$ cat config.mk
export PLATFORM = sky130hd
export DESIGN_NAME = cashreg_support
export DESIGN_NICKNAME = d
export VERILOG_FILES = /design/src/rtl/cashreg_support.sv
export SDC_FILE = /design/constraint.sdc
export NUM_CORES = 1
export LEC_CHECK = 0
export CAP_MARGIN = 40
export CORE_MARGIN = 5
export CORE_UTILIZATION = 35
export CTS_CLUSTER_SIZE = 12
export DETAILED_ROUTE_END_ITERATION = 8
export GPL_TIMING_DRIVEN = 0
export PLACE_DENSITY_LB_ADDON = 0.2
export SYNTH_ARGS = -nofsm -noshare
export SYNTH_HDL_FRONTEND = slang
export SYNTH_SLANG_ARGS = --single-unit
$ cat constraint.sdc
create_clock -name CLOCK_50 -period 8.63 [get_ports CLOCK_50]
set_clock_uncertainty 0.15 [all_clocks]
set_input_delay 1.726 -clock CLOCK_50 [delete_from_list [all_inputs] [get_ports CLOCK_50]]
set_output_delay 1.726 -clock CLOCK_50 [all_outputs]
set_load 0.02 [all_outputs]
$ cat src/rtl/cashreg_support.sv
// Support logic for the cash-register datapath: free-running clock divider,
// W-bit ripple-carry accumulator adder, and a 4-digit seven-segment decoder.
module cashreg_support #(
  parameter int W     = 8,
  parameter int DIV_W = 37
) (
  input  logic             CLOCK_50,
  input  logic             RESET_N,
  output logic [DIV_W-1:0] clk_out,
  input  logic [W-1:0]     add_a,
  input  logic [W-1:0]     add_b,
  input  logic             add_cin,
  output logic [W-1:0]     add_sum,
  output logic             add_ovf,
  input  logic [W-1:0]     disp_val,
  output logic [6:0]       HEX0,
  output logic [6:0]       HEX1,
  output logic [6:0]       HEX2,
  output logic [6:0]       HEX3,
  output logic             TooLarge
);

  localparam logic [6:0] SEG_BLANK = 7'h7F;
  localparam logic [6:0] SEG_DASH  = 7'h3F;

  logic [DIV_W-1:0] r_count;
  logic [W:0]       w_carry;
  logic [W-1:0]     w_sum;
  logic [15:0]      w_val16;
  logic [15:0]      w_bcd;
  logic [3:0]       w_digit0, w_digit1, w_digit2, w_digit3;
  logic             w_blank1, w_blank2, w_blank3;
  logic             w_too_large;

  // Consumers tap individual bits of the count as slow clocks.
  always_ff @(posedge CLOCK_50 or negedge RESET_N) begin
    if (!RESET_N) begin
      r_count <= '0;
    end else begin
      r_count <= r_count + 1'b1;
    end
  end

  assign clk_out = r_count;

  assign w_carry[0] = add_cin;

  for (genvar gi = 0; gi < W; gi++) begin : g_fa
    assign w_sum[gi]       = add_a[gi] ^ add_b[gi] ^ w_carry[gi];
    assign w_carry[gi + 1] = (add_a[gi] & add_b[gi]) |
                             (w_carry[gi] & (add_a[gi] ^ add_b[gi]));
  end

  assign add_sum = w_sum;
  assign add_ovf = w_carry[W];

  // Shift-add-3 conversion; only four digits are kept because anything that
  // would need a fifth digit is shown as dashes anyway.
  function automatic logic [15:0] bin2bcd(input logic [15:0] bin);
    logic [15:0] bcd;
    bcd = '0;
    for (int i = 15; i >= 0; i--) begin
      for (int d = 0; d < 4; d++) begin
        if (bcd[4*d +: 4] >= 4'd5) begin
          bcd[4*d +: 4] = bcd[4*d +: 4] + 4'd3;
        end
      end
      bcd = {bcd[14:0], bin[i]};
    end
    return bcd;
  endfunction

  function automatic logic [6:0] seg7(input logic [3:0] digit);
    logic [6:0] seg;
    case (digit)
      4'd0:    seg = 7'h40;
      4'd1:    seg = 7'h79;
      4'd2:    seg = 7'h24;
      4'd3:    seg = 7'h30;
      4'd4:    seg = 7'h19;
      4'd5:    seg = 7'h12;
      4'd6:    seg = 7'h02;
      4'd7:    seg = 7'h78;
      4'd8:    seg = 7'h00;
      4'd9:    seg = 7'h10;
      default: seg = SEG_DASH;
    endcase
    return seg;
  endfunction

  always_comb begin
    w_val16 = '0;
    w_val16[W-1:0] = disp_val;
  end

  assign w_bcd    = bin2bcd(w_val16);
  assign w_digit0 = w_bcd[3:0];
  assign w_digit1 = w_bcd[7:4];
  assign w_digit2 = w_bcd[11:8];
  assign w_digit3 = w_bcd[15:12];

  // A digit blanks only when it and every digit above it are zero.
  assign w_blank3 = (w_digit3 == 4'd0);
  assign w_blank2 = w_blank3 && (w_digit2 == 4'd0);
  assign w_blank1 = w_blank2 && (w_digit1 == 4'd0);

  if (W > 13) begin : g_range_check
    assign w_too_large = (w_val16 > 16'd9999);
  end else begin : g_no_range_check
    assign w_too_large = 1'b0;
  end

  assign TooLarge = w_too_large;

  always_comb begin
    HEX0 = seg7(w_digit0);
    HEX1 = w_blank1 ? SEG_BLANK : seg7(w_digit1);
    HEX2 = w_blank2 ? SEG_BLANK : seg7(w_digit2);
    HEX3 = w_blank3 ? SEG_BLANK : seg7(w_digit3);
    if (w_too_large) begin
      HEX0 = SEG_DASH;
      HEX1 = SEG_DASH;
      HEX2 = SEG_DASH;
      HEX3 = SEG_DASH;
    end
  end

endmodule

==> flow_metrics.env, run 1 <==
export IMPL_status="completed"
export IMPL_min_delay_start="clk_out[36]"
export IMPL_drt_iter0_drc=131
export IMPL_synthFlopType="dfrtp_1"
export IMPL_syn_area_mm2=0.00367
export IMPL_yosys_warnings=0
export IMPL_synth_top_family_by_area="compound AO/OA/AOI/OAI gates"
export IMPL_drtAntennaViolNets=0
export IMPL_largest_reg_flops=37
export IMPL_dieArea_mm2=0.0126
export IMPL_place_gp_congestion=0.823
export IMPL_wl_mm=10.0
export IMPL_hpwl_mm=7.44
export IMPL_tightest_slew_ns=0.809
export IMPL_synth_mux_area_share_pct=4.57
export IMPL_grt_pass1_vias=3649
export IMPL_cts_buffers=5
export IMPL_synth_simple_area_share_pct=20.8
export IMPL_drive_above_1_share_pct=21.6
export IMPL_clkLatencyLatePin_ns=0.28
export IMPL_layout_commonest_cell="clkdlybuf4s50_1"
export IMPL_grtUsageMet1_pct=20.7
export IMPL_grt_busiest_layer="met2"
export IMPL_vias=3573
export IMPL_dpl_instance_area_mm2=0.00480
export IMPL_clk_path_buf_depth=2
export IMPL_hold_buffers=0
export IMPL_required_ns=6.75
export IMPL_wl_per_cell_um=14.4
export IMPL_die_x_um=112
export IMPL_globalRouteMet3Util_pct=3.94
export IMPL_peakVddDrop_mv=0.0932
export IMPL_cts_sinks=37
export IMPL_finalHoldViolCount=0
export IMPL_grtUsageMet2_pct=26.4
export IMPL_yosys_cell_types_count=81
export IMPL_p_seq_share_pct=16.2
export IMPL_worst_slack_ns=0.264
export IMPL_hold_depth=1
export IMPL_preCtsSetupSlack_ns=-1.88
export IMPL_avgSynthCellArea_um2=8.64
export IMPL_h_tree_depth=2
export IMPL_synth_xor_area_share_pct=9.95
export IMPL_antenna_found_initial=0
export IMPL_ys_seq_area_share_pct=25.2
export IMPL_arrival_ns=6.49
export IMPL_ff2ff_path_depth=9
export IMPL_r2r_slack_ns=6.01
export IMPL_synth_edff_count=0
export IMPL_layout_common_cells="clkdlybuf4s50_1 (76), buf_4 (45), nand2_1 (40)"
export IMPL_endpoint_kind="output port"
export IMPL_diodes=0
export IMPL_critPathKind="in -> out"
export IMPL_final_nets=609
export IMPL_grt_max_degree=38
export IMPL_synthCells=425
export IMPL_setup_tns_ns=0
export IMPL_dr_pass1_iters=5
export IMPL_fin_crit_sh_pct=96.9
export IMPL_clk_pin_slew_worst_paths_ns=0.07
export IMPL_ios=102
export IMPL_slew_viol_final=0
export IMPL_hold_path_class="reg -> reg"
export IMPL_startpoint="disp_val[6]"
export IMPL_coreArea_mm2=0.0103
export IMPL_fillers=982
export IMPL_p_per_area_mw_per_mm2=201
export IMPL_yosysTopAreaCellShare_pct=25.2
export IMPL_worst_path_max_fanout=7
export IMPL_initial_core_util_pct=35.7
export IMPL_slew_headroom_pct=46.1
export IMPL_postLayoutCellArea_mm2=0.00532
export IMPL_yosys_area_top_type="dfrtp_1"
export IMPL_cts_root_buf="clkbuf_8"
export IMPL_setup_viol=0
export IMPL_synthAdderAreaFrac_pct=9.48
export IMPL_worstHoldEndpoint="clk_out[36]"
export IMPL_finalCriticalPeriod_ns=8.37
export IMPL_r2r_end="clk_out[33]"
export IMPL_critPathMaxStageDelay_ns=0.36
export IMPL_max_cap_violations=0
export IMPL_grt_ovfl_total=0
export IMPL_syn_to_final_growth_pct=44.9
export IMPL_comb_power_share_pct=69.3
export IMPL_chipHeight_um=112
export IMPL_cpMaxStageDelayCell="o32a_4"
export IMPL_power_frac_clock_pct=14.5
export IMPL_drc=0
export IMPL_ys_async_sr_fraction_pct=100
export IMPL_grt_pass1_wl_mm=17.1
export IMPL_critPathLaunchType="input pin"
export IMPL_p_switching_mw=0.476
export IMPL_hold_slack_ns=0.331
export IMPL_tritoncts="done"
export IMPL_ys_top_cells_by_area="dfrtp_1 (25%), xnor2_1 (5.7%), ha_1 (5.1%), fa_1 (4.4%), nand2_1 (4.2%)"
export IMPL_synth_compound_area_share_pct=23.0
export IMPL_ys_seq_elements=37
export IMPL_switching_share_pct=44.5
export IMPL_p_int_mw=0.593
export IMPL_cp_common_cell="ha_4"
export IMPL_rows=37
export IMPL_io_buffer_count=90
export IMPL_reg2reg_from="clk_out[2]"
export IMPL_fin_util_pct=51.8
export IMPL_fmax_mhz=120
export IMPL_vias_per_cell=5.13
export IMPL_grt_usage_pct=15.6
export IMPL_p_leak_nw=2.29
worst max path at each step:
stage                         end  slack [ns]
after CTS                 HEX1[5]        0.01
after floorplan           HEX1[1]        0.03
after global routing      HEX1[5]       -0.05
after detailed placement  HEX1[5]       -1.88
final                     HEX1[5]        0.26
after global placement    HEX1[5]       -1.72
power groups by stage:
stage / clock network [mW] / logic, mW / registers, mW
5_1_grt: 0.167 / 0.814 / 0.173
3_5_place_dp: 0 / 0.662 / 0.177
6_report: 0.155 / 0.742 / 0.173
3_3_place_gp: 0 / 0.657 / 0.177
4_1_cts: 0.157 / 0.710 / 0.173
2_1_floorplan: 0 / 0.440 / 0.177
what timing repair did:
action | CTS | global route
buffers inserted | 21 | 9
gates resized for setup | 69 | 19
setup endpoints to repair | 20 | 13
pin swaps | 18 | 13
synth_stat cells, drive strengths merged (2+ instances only):
master	instances
nand2	42
dfrtp	37
nor2	36
inv	27
xnor2	26
o21ai	24
nand3	20
a21oi	19
ha	15
buf	14
xor2	14
nor3	12
clkbuf	11
mux2i	11
nand4	10
o211ai	10
and3	8
fa	8
a211o	5
a2111oi	4
a221oi	4
nor2b	4
or3	4
a21o	3
a221o	3
a22oi	3
a31oi	3
and2	3
mux2	3
or2	3
a211oi	2
a21boi	2
a32oi	2
conb	2
nand4b	2
o21a	2
o31ai	2
or4	2
stage by stage:
| stage | power (mW) | instances |
|---|---|---|
| floorplan | 0.617 | 432 |
| detailed placement | 0.839 | 658 |
| global placement | 0.833 | 658 |
| global route | 1.15 | 696 |
| CTS | 1.04 | 687 |
| finish | 1.07 | 696 |
cell type report:
class,count,area (um^2),area share (%)
multi-input cells,343,2760,51.8
repair buffers,120,1090,20.4
flip-flops and latches,37,926,17.4
well taps,136,170,3.20
plain buffers,25,148,2.78
inverters,27,111,2.09
clock buffers,6,82.6,1.55
clock inverters,2,37.5,0.706
critical path: cells and delay by family:
family          cells  cell delay [ns]
xor+xnor            3             0.60
simple gates        7             0.89
fa+ha+maj           6             1.15
buf+inv             6             0.77
compound gates      7             1.37
logic make-up after synthesis:
logic type               after synthesis
flip-flops                            37
XOR/XNOR                              40
multiplexers                          14
AO/OA/AOI/OAI                        105
buffers and inverters                 52
other                                  2
adder cells (fa/ha/maj)               23
AND/OR/NAND/NOR                      152
per-layer routing:
layer  part of all wire (%)  vias up  routed length (um)
li1                       -     1772                   -
met1                     46     1695                4610
met2                     47      100                4760
met3                    6.2        6                 623
met4                   0.57        0                  57
met5                      0        -                   0
No activity file was read; power rests on OpenSTA's default activity.
==> inputs of run 2 (changes only) <==
--- a/config.mk
+++ b/config.mk
@@ -9,3 +9,3 @@
 export CORE_MARGIN = 5
-export CORE_UTILIZATION = 35
+export CORE_UTILIZATION = 45
 export CTS_CLUSTER_SIZE = 12
==> constraint.sdc (replaced) <==
create_clock -name CLOCK_50 -period 8.63 [get_ports CLOCK_50]
set_clock_uncertainty 0.15 [all_clocks]
set_input_delay 0.863 -clock CLOCK_50 [delete_from_list [all_inputs] [get_ports CLOCK_50]]
set_output_delay 0.863 -clock CLOCK_50 [all_outputs]
set_load 0.02 [all_outputs]
==> run 2 against run 1 <==
Compared with the run above:
- hold slack worse by 0.010 ns
- global-route usage is 1.7 points higher
- wire length is 10% lower
- cell count is 7.8% lower
- total power is 11% lower
- critical path depth is 1 higher
- sequential power hardly changed
- combinational power is 11% lower
- clock-buffer cell count is 1 lower
- critical endpoint is now HEX1[6]
==> flow_metrics.env, run 2 (synthesis gave the netlist of run 1 again) <==
export IMPL_p_seq_share_pct=18.2
export IMPL_tritoncts="done"
export IMPL_cts_sinks=37
export IMPL_setup_viol=0
export IMPL_peakVddDrop_mv=0.105
export IMPL_finalHoldViolCount=0
export IMPL_hold_slack_ns=0.321
export IMPL_critPathKind="in -> out"
export IMPL_dieArea_mm2=0.0101
export IMPL_ios=102
export IMPL_coreArea_mm2=0.00809
export IMPL_slew_headroom_pct=47.6
export IMPL_grt_pass1_wl_mm=14.7
export IMPL_critPathBufInv=7
export IMPL_chipHeight_um=100
export IMPL_vias_per_cell=5.40
export IMPL_critPathLaunchType="input pin"
export IMPL_grt_max_degree=38
export IMPL_grt_pass1_vias=3351
export IMPL_dr_pass1_iters=4
export IMPL_status="completed"
export IMPL_preCtsSetupSlack_ns=-0.457
export IMPL_slew_viol_final=0
export IMPL_comb_power_share_pct=69.4
export IMPL_rows=33
export IMPL_max_cap_violations=0
export IMPL_wl_mm=9.00
export IMPL_hold_buffers=0
export IMPL_drt_iter0_drc=139
export IMPL_drc=0
export IMPL_antenna_found_initial=0
export IMPL_grt_usage_pct=17.3
export IMPL_finalCriticalPeriod_ns=8.28
export IMPL_layout_common_cells="clkdlybuf4s50_1 (86), nand2_1 (41), dfrtp_1 (37)"
export IMPL_cts_buffers=5
export IMPL_cts_root_buf="clkbuf_8"
export IMPL_crit_family="buffers and inverters"
export IMPL_worst_path_max_fanout=8
export IMPL_tightest_slew_ns=0.786
export IMPL_place_gp_congestion=0.901
export IMPL_switching_share_pct=44.6
export IMPL_power_frac_clock_pct=12.4
export IMPL_drive_above_1_share_pct=12.5
export IMPL_fin_crit_sh_pct=96.0
export IMPL_required_ns=7.62
export IMPL_h_tree_depth=2
export IMPL_clk_pin_slew_worst_paths_ns=0.08
export IMPL_hold_path_class="reg -> reg"
export IMPL_cp_common_cell="ha_1"
export IMPL_syn_to_final_growth_pct=34.8
export IMPL_worst_slack_ns=0.349
export IMPL_drtAntennaViolNets=0
export IMPL_largest_reg_flops=37
export IMPL_p_switching_mw=0.425
export IMPL_hpwl_mm=6.85
export IMPL_p_per_area_mw_per_mm2=193
export IMPL_die_x_um=100
export IMPL_cpMaxStageDelayCell="clkdlybuf4s50_1"
export IMPL_io_buffer_count=90
export IMPL_wl_per_cell_um=14.0
export IMPL_diodes=0
export IMPL_clk_path_buf_depth=2
export IMPL_layout_commonest_cell="clkdlybuf4s50_1"
export IMPL_clkLatencyLatePin_ns=0.29
export IMPL_fmax_mhz=121
export IMPL_endpoint_kind="output port"
export IMPL_grt_ovfl_total=0
export IMPL_final_nets=586
export IMPL_p_leak_nw=2.15
export IMPL_p_int_mw=0.527
export IMPL_arrival_ns=7.27
export IMPL_fin_util_pct=61.1
export IMPL_vias=3468
export IMPL_initial_core_util_pct=45.4
export IMPL_critPathMaxStageDelay_ns=0.62
## run 2: metal layers
metal  routed length [um]  track usage, %  up-vias
met1                 3770            21.0     1629
met5                    0               0        -
li1                     -               -     1743
met4                   77            4.35        0
met3                  507            3.96        9
met2                 4640            30.8       87
## run 2: path summary, 6_finish.rpt
| check | from | slack [ns] | depth (start not counted) | endpoint |
|---|---|---|---|---|
| worst min-delay path | clk_out[36] | 0.32 | 1 | clk_out[36] |
| worst min register to register | clk_out[36] | 0.32 | 1 | clk_out[36] |
| max in group asynchronous | RESET_N | 7.33 | 1 | clk_out[7] |
| worst max register to register | clk_out[2] | 6.01 | 9 | clk_out[33] |
| min in group asynchronous | RESET_N | 0.50 | 1 | clk_out[34] |
| worst max-delay path | disp_val[6] | 0.35 | 30 | HEX1[6] |
## run 2: through the flow
stage | std cells | TNS (ns) | power, mW | cell area, um^2
6_report | 642 | 0 | 0.953 | 4950
5_1_grt | 642 | -0.0664 | 1.02 | 4950
4_1_cts | 635 | 0 | 0.937 | 4840
3_5_place_dp | 627 | -2.61 | 0.813 | 4720
3_3_place_gp | 627 | -1.94 | 0.801 | 4730
2_1_floorplan | 432 | 0 | 0.609 | 3700
## run 2: power groups by stage
stage	Sequential, mW	Clock, mW	Combinational, mW
2_1_floorplan	0.177	0	0.432
3_3_place_gp	0.177	0	0.625
3_5_place_dp	0.177	0	0.636
4_1_cts	0.173	0.123	0.641
5_1_grt	0.173	0.130	0.713
6_report	0.173	0.118	0.661
## run 2: what timing repair did
item	in CTS	in global routing
endpoints found under the setup margin	7	9
setup buffers	0	7
gates resized for setup	6	10
pin swaps	0	3
## run 2: layout make-up
cell class	instances	area, um^2
buffer	25	144
clock buffer	5	68.8
clock inverter	3	17.5
fill	728	3150
inverter	27	104
multi-input combinational	343	2600
sequential	37	926
tap	105	131
timing repair buffer	97	956
